### config.mk
export PLATFORM = sky130hd
export DESIGN_NAME = input_conditioner
export DESIGN_NICKNAME = d
export VERILOG_FILES = /design/src/rtl/input_conditioner_pkg.sv /design/src/rtl/input_conditioner_channel.sv /design/src/rtl/input_conditioner.sv
export SDC_FILE = /design/constraint.sdc
export NUM_CORES = 1
export LEC_CHECK = 0
export ABC_AREA = 1
export CAP_MARGIN = 20
export CORE_UTILIZATION = 65
export DETAILED_ROUTE_END_ITERATION = 7
export GPL_TIMING_DRIVEN = 0
export HOLD_SLACK_MARGIN = 0.03
export PLACE_DENSITY = 0.85
export SETUP_SLACK_MARGIN = 0.15
export SLEW_MARGIN = 25
export SYNTH_ARGS = -nofsm -noshare
export SYNTH_HDL_FRONTEND = slang
export SYNTH_SLANG_ARGS = --single-unit
### constraint.sdc
create_clock -name clk -period 2.7 [get_ports clk]
set_input_delay 0.54 -clock clk [delete_from_list [all_inputs] [get_ports clk]]
set_output_delay 0.54 -clock clk [all_outputs]
set_load 0.01 [all_outputs]
### src/rtl/input_conditioner_pkg.sv
// input_conditioner_pkg: shared defaults and width helper for the input conditioner
package input_conditioner_pkg;
  localparam int CLK_HZ              = 100_000_000;
  localparam int DEF_SYNC_STAGES     = 2;
  localparam int DEF_DEBOUNCE_CYCLES = 1_000_000;
  localparam int DEF_REPEAT_DELAY    = 50_000_000;
  localparam int DEF_REPEAT_PERIOD   = 10_000_000;
  function automatic int cnt_width(input int n);
    return $clog2(n + 1);
  endfunction
endpackage

### src/rtl/input_conditioner_channel.sv
// conditioner_channel: synchroniser, debounce, edge pulses and toggle for one input bit
// Auto-repeat on held presses when INPUT_CONDITIONER_REPEAT_EN is defined.
module conditioner_channel
  import input_conditioner_pkg::*;
#(
  parameter int   SYNC_STAGES     = DEF_SYNC_STAGES,
  parameter int   DEBOUNCE_CYCLES = DEF_DEBOUNCE_CYCLES,
  parameter int   CNT_W           = cnt_width(DEBOUNCE_CYCLES),
  parameter logic RESET_LEVEL     = 1'b0
`ifdef INPUT_CONDITIONER_REPEAT_EN
  , parameter int REPEAT_DELAY    = DEF_REPEAT_DELAY,
  parameter int   REPEAT_PERIOD   = DEF_REPEAT_PERIOD
`endif
) (
  input  logic clk,
  input  logic reset,
  input  logic noisy,
  output logic clean,
  output logic rise,
  output logic fall,
  output logic toggle,
  output logic rise_next
);
  logic [SYNC_STAGES-1:0] sync_q, sync_d;
  logic [CNT_W-1:0] cnt_q, cnt_d;
  logic clean_q, clean_d, rise_q, rise_d, fall_q, fall_d, toggle_q, toggle_d;
  logic s, accept, rep;
  always_comb begin
    sync_d   = {sync_q[SYNC_STAGES-2:0], noisy};
    s        = sync_q[SYNC_STAGES-1];
    accept   = (s != clean_q) && (cnt_q == CNT_W'(DEBOUNCE_CYCLES - 1));
    cnt_d    = (s == clean_q || accept) ? '0 : cnt_q + 1'b1;
    clean_d  = accept ? s : clean_q;
    rise_d   = (accept && s) || rep;
    fall_d   = accept && !s;
    toggle_d = toggle_q ^ (accept && s);
  end
`ifdef INPUT_CONDITIONER_REPEAT_EN
  localparam int HOLD_W = $clog2(REPEAT_DELAY + 1);
  logic [HOLD_W-1:0] hold_q, hold_d, hold_nx;
  // after each repeat the counter is rewound so the next one lands REPEAT_PERIOD later
  always_comb begin
    hold_nx = hold_q + 1'b1;
    rep     = clean_q && clean_d && (hold_nx == HOLD_W'(REPEAT_DELAY));
    hold_d  = !clean_q ? '0 : rep ? HOLD_W'(REPEAT_DELAY - REPEAT_PERIOD) : hold_nx;
  end
  always_ff @(posedge clk)
    hold_q <= reset ? '0 : hold_d;
`else
  assign rep = 1'b0;
`endif
  always_ff @(posedge clk) begin
    if (reset) begin
      sync_q   <= {SYNC_STAGES{RESET_LEVEL}};
      cnt_q    <= '0;
      clean_q  <= RESET_LEVEL;
      rise_q   <= 1'b0;
      fall_q   <= 1'b0;
      toggle_q <= 1'b0;
    end else begin
      sync_q   <= sync_d;
      cnt_q    <= cnt_d;
      clean_q  <= clean_d;
      rise_q   <= rise_d;
      fall_q   <= fall_d;
      toggle_q <= toggle_d;
    end
  end
  assign clean     = clean_q;
  assign rise      = rise_q;
  assign fall      = fall_q;
  assign toggle    = toggle_q;
  assign rise_next = rise_d;
endmodule

### src/rtl/input_conditioner.sv
// input_conditioner: N_CH independent debounced inputs with edge pulses, toggle and any_rise
// Optional auto-repeat via INPUT_CONDITIONER_REPEAT_EN.
module input_conditioner
  import input_conditioner_pkg::*;
#(
  parameter int              N_CH            = 8,
  parameter int              SYNC_STAGES     = DEF_SYNC_STAGES,
  parameter int              DEBOUNCE_CYCLES = DEF_DEBOUNCE_CYCLES,
  parameter int              CNT_W           = cnt_width(DEBOUNCE_CYCLES),
  parameter logic [N_CH-1:0] RESET_LEVEL     = '0
`ifdef INPUT_CONDITIONER_REPEAT_EN
  , parameter int            REPEAT_DELAY    = DEF_REPEAT_DELAY,
  parameter int              REPEAT_PERIOD   = DEF_REPEAT_PERIOD
`endif
) (
  input  logic            clk,
  input  logic            reset,
  input  logic [N_CH-1:0] noisy,
  output logic [N_CH-1:0] clean,
  output logic [N_CH-1:0] rise,
  output logic [N_CH-1:0] fall,
  output logic [N_CH-1:0] toggle,
  output logic            any_rise
);
  logic [N_CH-1:0] rise_next;
  logic any_rise_q, any_rise_d;
  for (genvar i = 0; i < N_CH; i++) begin : g_ch
    conditioner_channel #(
      .SYNC_STAGES    (SYNC_STAGES),
      .DEBOUNCE_CYCLES(DEBOUNCE_CYCLES),
      .CNT_W          (CNT_W),
      .RESET_LEVEL    (RESET_LEVEL[i])
`ifdef INPUT_CONDITIONER_REPEAT_EN
      , .REPEAT_DELAY (REPEAT_DELAY),
      .REPEAT_PERIOD  (REPEAT_PERIOD)
`endif
    ) u_ch (
      .clk      (clk),
      .reset    (reset),
      .noisy    (noisy[i]),
      .clean    (clean[i]),
      .rise     (rise[i]),
      .fall     (fall[i]),
      .toggle   (toggle[i]),
      .rise_next(rise_next[i])
    );
  end
  always_comb any_rise_d = |rise_next;
  always_ff @(posedge clk)
    any_rise_q <= reset ? 1'b0 : any_rise_d;
  assign any_rise = any_rise_q;
endmodule
* After elaboration in Yosys (flattened, before gate mapping)
Cells that the tools add are included.
Operators by class: bitwise logic cells 8, equality and inequality tests 24, add/sub/neg operators 8, reduce and logical (&&, ||, !) cells 49
Operators with widths (number):
- adder 20 x 1 -> 20 bit (second input constant) | 8
- == test 20 bit (second input constant) | 8
- logical AND 1 bit | 24
- OR reduction 2 bit | 8
- == test 1 bit | 8
- logical NOT 1 bit | 8
- logical OR 1 bit | 8
- inequality test 1 bit | 8
- OR reduction 8 bit | 1
- bitwise XOR 1 bit | 8
Storage, ports and cells: input port bits 10, output and inout port bits 33, flip-flop bits (word level) 209

* Logic depth before layout (Yosys ltp)
word-level depth 4, mapped depth 11

* Cells and area by module
From an unflattened synthesis, not the netlist that was laid out.
Unflattened totals: cell total of the unflattened synthesis 1457, area total of the unflattened synthesis 10039.6 um2
By module, submodules not included:
- conditioner_channel | times used 8, area an instance 1248.7 um2, cells each 181, seq. area each 520.5 um2
- input_conditioner | times used 1, area an instance 50.0 um2, cells each 9, seq. area each 20.0 um2

* Worst setup path before layout
Ideal clock, no wire load.
kind reg-to-reg, start point reg g_ch[4].u_ch.cnt_q[0], end point reg g_ch[4].u_ch.cnt_q[16], data arrival time 1.318 ns, slack 1.269 ns, setup time 0.112 ns, data required time 2.588 ns, buffers on the path 0, cell stages (with the launch flop) 11, cell sequence dfxtp_1 ha_1 nand2_2 nor2_4 nand2_2 nor2_4 nand2_2 nor2_2 nand3_1 nand2_1 nor2_2
Between the ends: word-level cells in the longest chain between the ends 4, elaborated cells on any way between the ends 5, classes of those cells add/sub (1); eq/ne (1); reduce/logical (3)
RTL lines:
- from (decl) | line input_conditioner_channel.sv:25 | logic [CNT_W-1:0] cnt_q, cnt_d;
- from (signal assigned) | line input_conditioner_channel.sv:62 | cnt_q <= cnt_d;
- branches (longest 4 deep; another with adder 20 x 1 -> 20 bit)
Several ways; the timed one is not identified. A chain may end at the register's enable or synchronous reset.

* Final worst setup path
start point reg g_ch[2].u_ch.clean_q, end point out clean[2]
RTL lines:
- from (decl) | line input_conditioner_channel.sv:26 | logic clean_q, clean_d, rise_q, rise_d, fall_q, fall_d, toggle_q, toggle_d;
- from (signal assigned) | line input_conditioner_channel.sv:63 | clean_q <= clean_d;
- to (decl) | line input_conditioner.sv:19 | output logic [N_CH-1:0] clean,
No word-level cell between the ends.

==> metrics.csv <==
metric;value;unit
status;complete, no violations;
path_cells;buf_4, clkdlybuf4s50_1;
period_share;77.8;%
postCtsResizedCells;0;
dpl_cell_area;10400;um2
slew_headroom;59.7;%
htreeDepth;1;
drc;0;
tritoncts;yes;
worstPathRequired;2.16;ns
synth_ff_type;dfxtp_1;
ys_seq_elements;209;
reg2reg_to;g_ch[3].u_ch.cnt_q[13];
antenna_found_initial;0;
ys_warn_count;0;
critPathMaxStageDelay;0.52;ns
place_congestion;0.869;
design_area;11100;um2
die_height;124;um
numCtsBuffers;22;
rsz0062_at_grt;no;
r2r_start;g_ch[3].u_ch.cnt_q[0];
synth_top_family_by_area;simple AND/OR/NAND/NOR gates;
worstMarginPinSlew;0.605;ns
synthMuxAreaShare;0;%
grtUsageMet2;46.2;%
cts.sinks;209;
dieWidth;124;um
routed-via-count;8212;
grt_max_degree;14;
cp-start-kind;flop;
yosys.area.top_type;dfxtp_1;
maxCapViolCount;0;
io_buffer_count;42;
routed_via_density;5.24;
clk_latency;0.50;ns
ios;43;
holdCritStartpoint;g_ch[6].u_ch.sync_q[0];
seqPwrFrac;50.1;%
holdBufCountCts;0;
tns;0;ns
synth_top_cells_by_area;dfxtp_1 43%, nor2_1 8.7%, nand2_1 8.1%;
period_minus_slack;2.10;ns
p_leak;0.00413;uW
cts_root_buf;clkbuf_16;
worst_hold_path.endpoint;g_ch[6].u_ch.sync_q[1];
fin_ws;0.600;ns
rows;44;
grt_use_met3;3.58;%
total_power;6210;uW
grt_util_all_layers;25.5;%
grt_pass1_vias;7594;
gr-usage-met1;31.6;%
postSynthAreaPerCell;7.46;um2
syn2layout_area_growth;14.3;%
postCtsSetupBuffers;0;
clkTransAtPathRegs;0.06;ns
path_class;reg2out;
ys_types;46;
grt_overflow_total;0;
dieArea;15400;um2
drive_above_1_share;11.9;%
yosys.area_share.simple;33.2;%
n_antenna_cell;0;
start_util;66.8;%
cp.arrival;1.56;ns
end_kind;primary output;
clock_power_share;48.4;%
power_density;559;nW/um2
clockBufferDepth;3;
p_sw;1240;uW
nNetsFinal;1386;
post-synth-top-count-cell;nor2_1;
sw_frac_of_total;20.0;%
maxSlewViolCount;0;
peakVddDrop;0.517;mV
holdCritPathClass;reg2reg;
synth_seq_area_share;43.1;%
internal_power;4960;uW
drtIter0Drc;443;
r2r_setup_slack;0.91;ns
async_reset_ff_share;0;%
cp_max_fo;3;
whs;0.405;ns
p_comb_share;1.5;%
wl;19700;um
dpl_worst_slack;0.0972;ns
min_path_cells;2;
setup_viol;0;
slowest_stage;clkdlybuf4s50_1;
synthAdderAreaFrac;1.03;%
fin_worst_skew;0.00786;ns
synth_top_area_share;43.1;%
synth_commonest_cells;224 x nor2_1, 209 x dfxtp_1, 209 x nand2_1;
synth.net_count;1320;
max_freq;0.476;GHz
core_region_area;14500;um2
dp_hpwl;13800;um
synth_compound_area_share;7.28;%
grt_pass1_wl;33700;um
synth_xor_area_share;4.87;%
synth_cells;1302;
postRouteAntennaNets;0;
wire_per_inst;12.6;um
syn-cell-area;9710;um2
finalHoldViolCount;0;
top_usage_layer;met2;
drt_first_pass_iters;5;
synth-edff-count;0;
reg2regPathDepth;7;
## per-stage QoR
step                std cells  util, %
CTS                      1567     76.4
finish                   1567     76.4
global route             1567     76.4
floorplan                1302        -
global placement         1528     71.3
detailed placement       1528     71.3
## power groups by stage
stage               sequential, uW  combinational (uW)  clock, uW
finish                        3110                94.7       3000
global route                  3110                 105       3190
CTS                           3110                95.5       3060
detailed placement            3180                93.5          0
global placement              3170                91.9          0
floorplan                     3170                56.3          0
## logic make-up (layout without fill, tap and decap cells)
group,after synthesis,after routing
simple gates,676,676
buf+inv,228,309
flops,209,209
compound gates,127,127
xor+xnor,54,54
fa+ha+maj,8,8
## registers in the layout, summed over array words and instances (netlist names)
register,cells
any_rise,1
g_ch.u_ch.fall,8
g_ch.u_ch.cnt_q,160
g_ch.u_ch.rise,8
g_ch.u_ch.clean,8
g_ch.u_ch.toggle,8
g_ch.u_ch.sync_q,16
## worst max-delay path: cells and delay by family (launching register included)
family,cells,cell delay (ns)
buf+inv,2,0.66
flops,1,0.41
## cell usage in the layout (no fill, tap or decap), types with 7 or more instances in the layout
| cell type | instances |
|---|---|
| nand4_1 | 32 |
| or2_2 | 7 |
| nand3_1 | 52 |
| nand3_2 | 14 |
| clkbuf_16 | 23 |
| nor2_4 | 13 |
| xor2_1 | 34 |
| inv_2 | 7 |
| nand2_1 | 209 |
| buf_4 | 40 |
| nor2_1 | 224 |
| nor2_2 | 11 |
| nor3b_1 | 14 |
| nor4_1 | 8 |
| dfxtp_1 | 209 |
| inv_1 | 172 |
| clkbuf_8 | 7 |
| o21ai_0 | 31 |
| nor3_1 | 52 |
| xnor2_1 | 20 |
| ha_1 | 8 |
| a21oi_1 | 68 |
| nand2_2 | 15 |
| clkdlybuf4s50_1 | 42 |
## metal layers
layer / part of all wire [%] / routed length [um]
met4: 2.1 / 421
met1: 44 / 8730
met3: 4.2 / 826
met5: 0 / 0
met2: 49 / 9720
## area by class of cell
| cell class | instances | area (um2) |
|---|---|---|
| Inverter | 180 | 676 |
| Buffer | 48 | 347 |
| Tap cell | 184 | 230 |
| Sequential cell | 209 | 4180 |
| Clock buffer | 32 | 679 |
| Multi-Input combinational cell | 865 | 4500 |
| Timing Repair Buffer | 42 | 420 |
| Fill cell | 1074 | 3440 |
| Clock inverter | 7 | 60.1 |
## worst max path at each step
stage                             end  slack [ns]                  start  cells after the start
2_1_floorplan  g_ch[4].u_ch.cnt_q[16]        1.27  g_ch[4].u_ch.cnt_q[0]                     10
3_3_place_gp                 any_rise        0.07                  reset                      4
3_5_place_dp        g_ch[6].u_ch.rise         0.1                  reset                      4
4_1_cts             g_ch[6].u_ch.rise        0.58                  reset                      4
5_1_grt             g_ch[6].u_ch.rise        0.53                  reset                      4
6_report                     clean[2]        0.60     g_ch[2].u_ch.clean                      2
No activity file was read; power rests on OpenSTA's default activity.
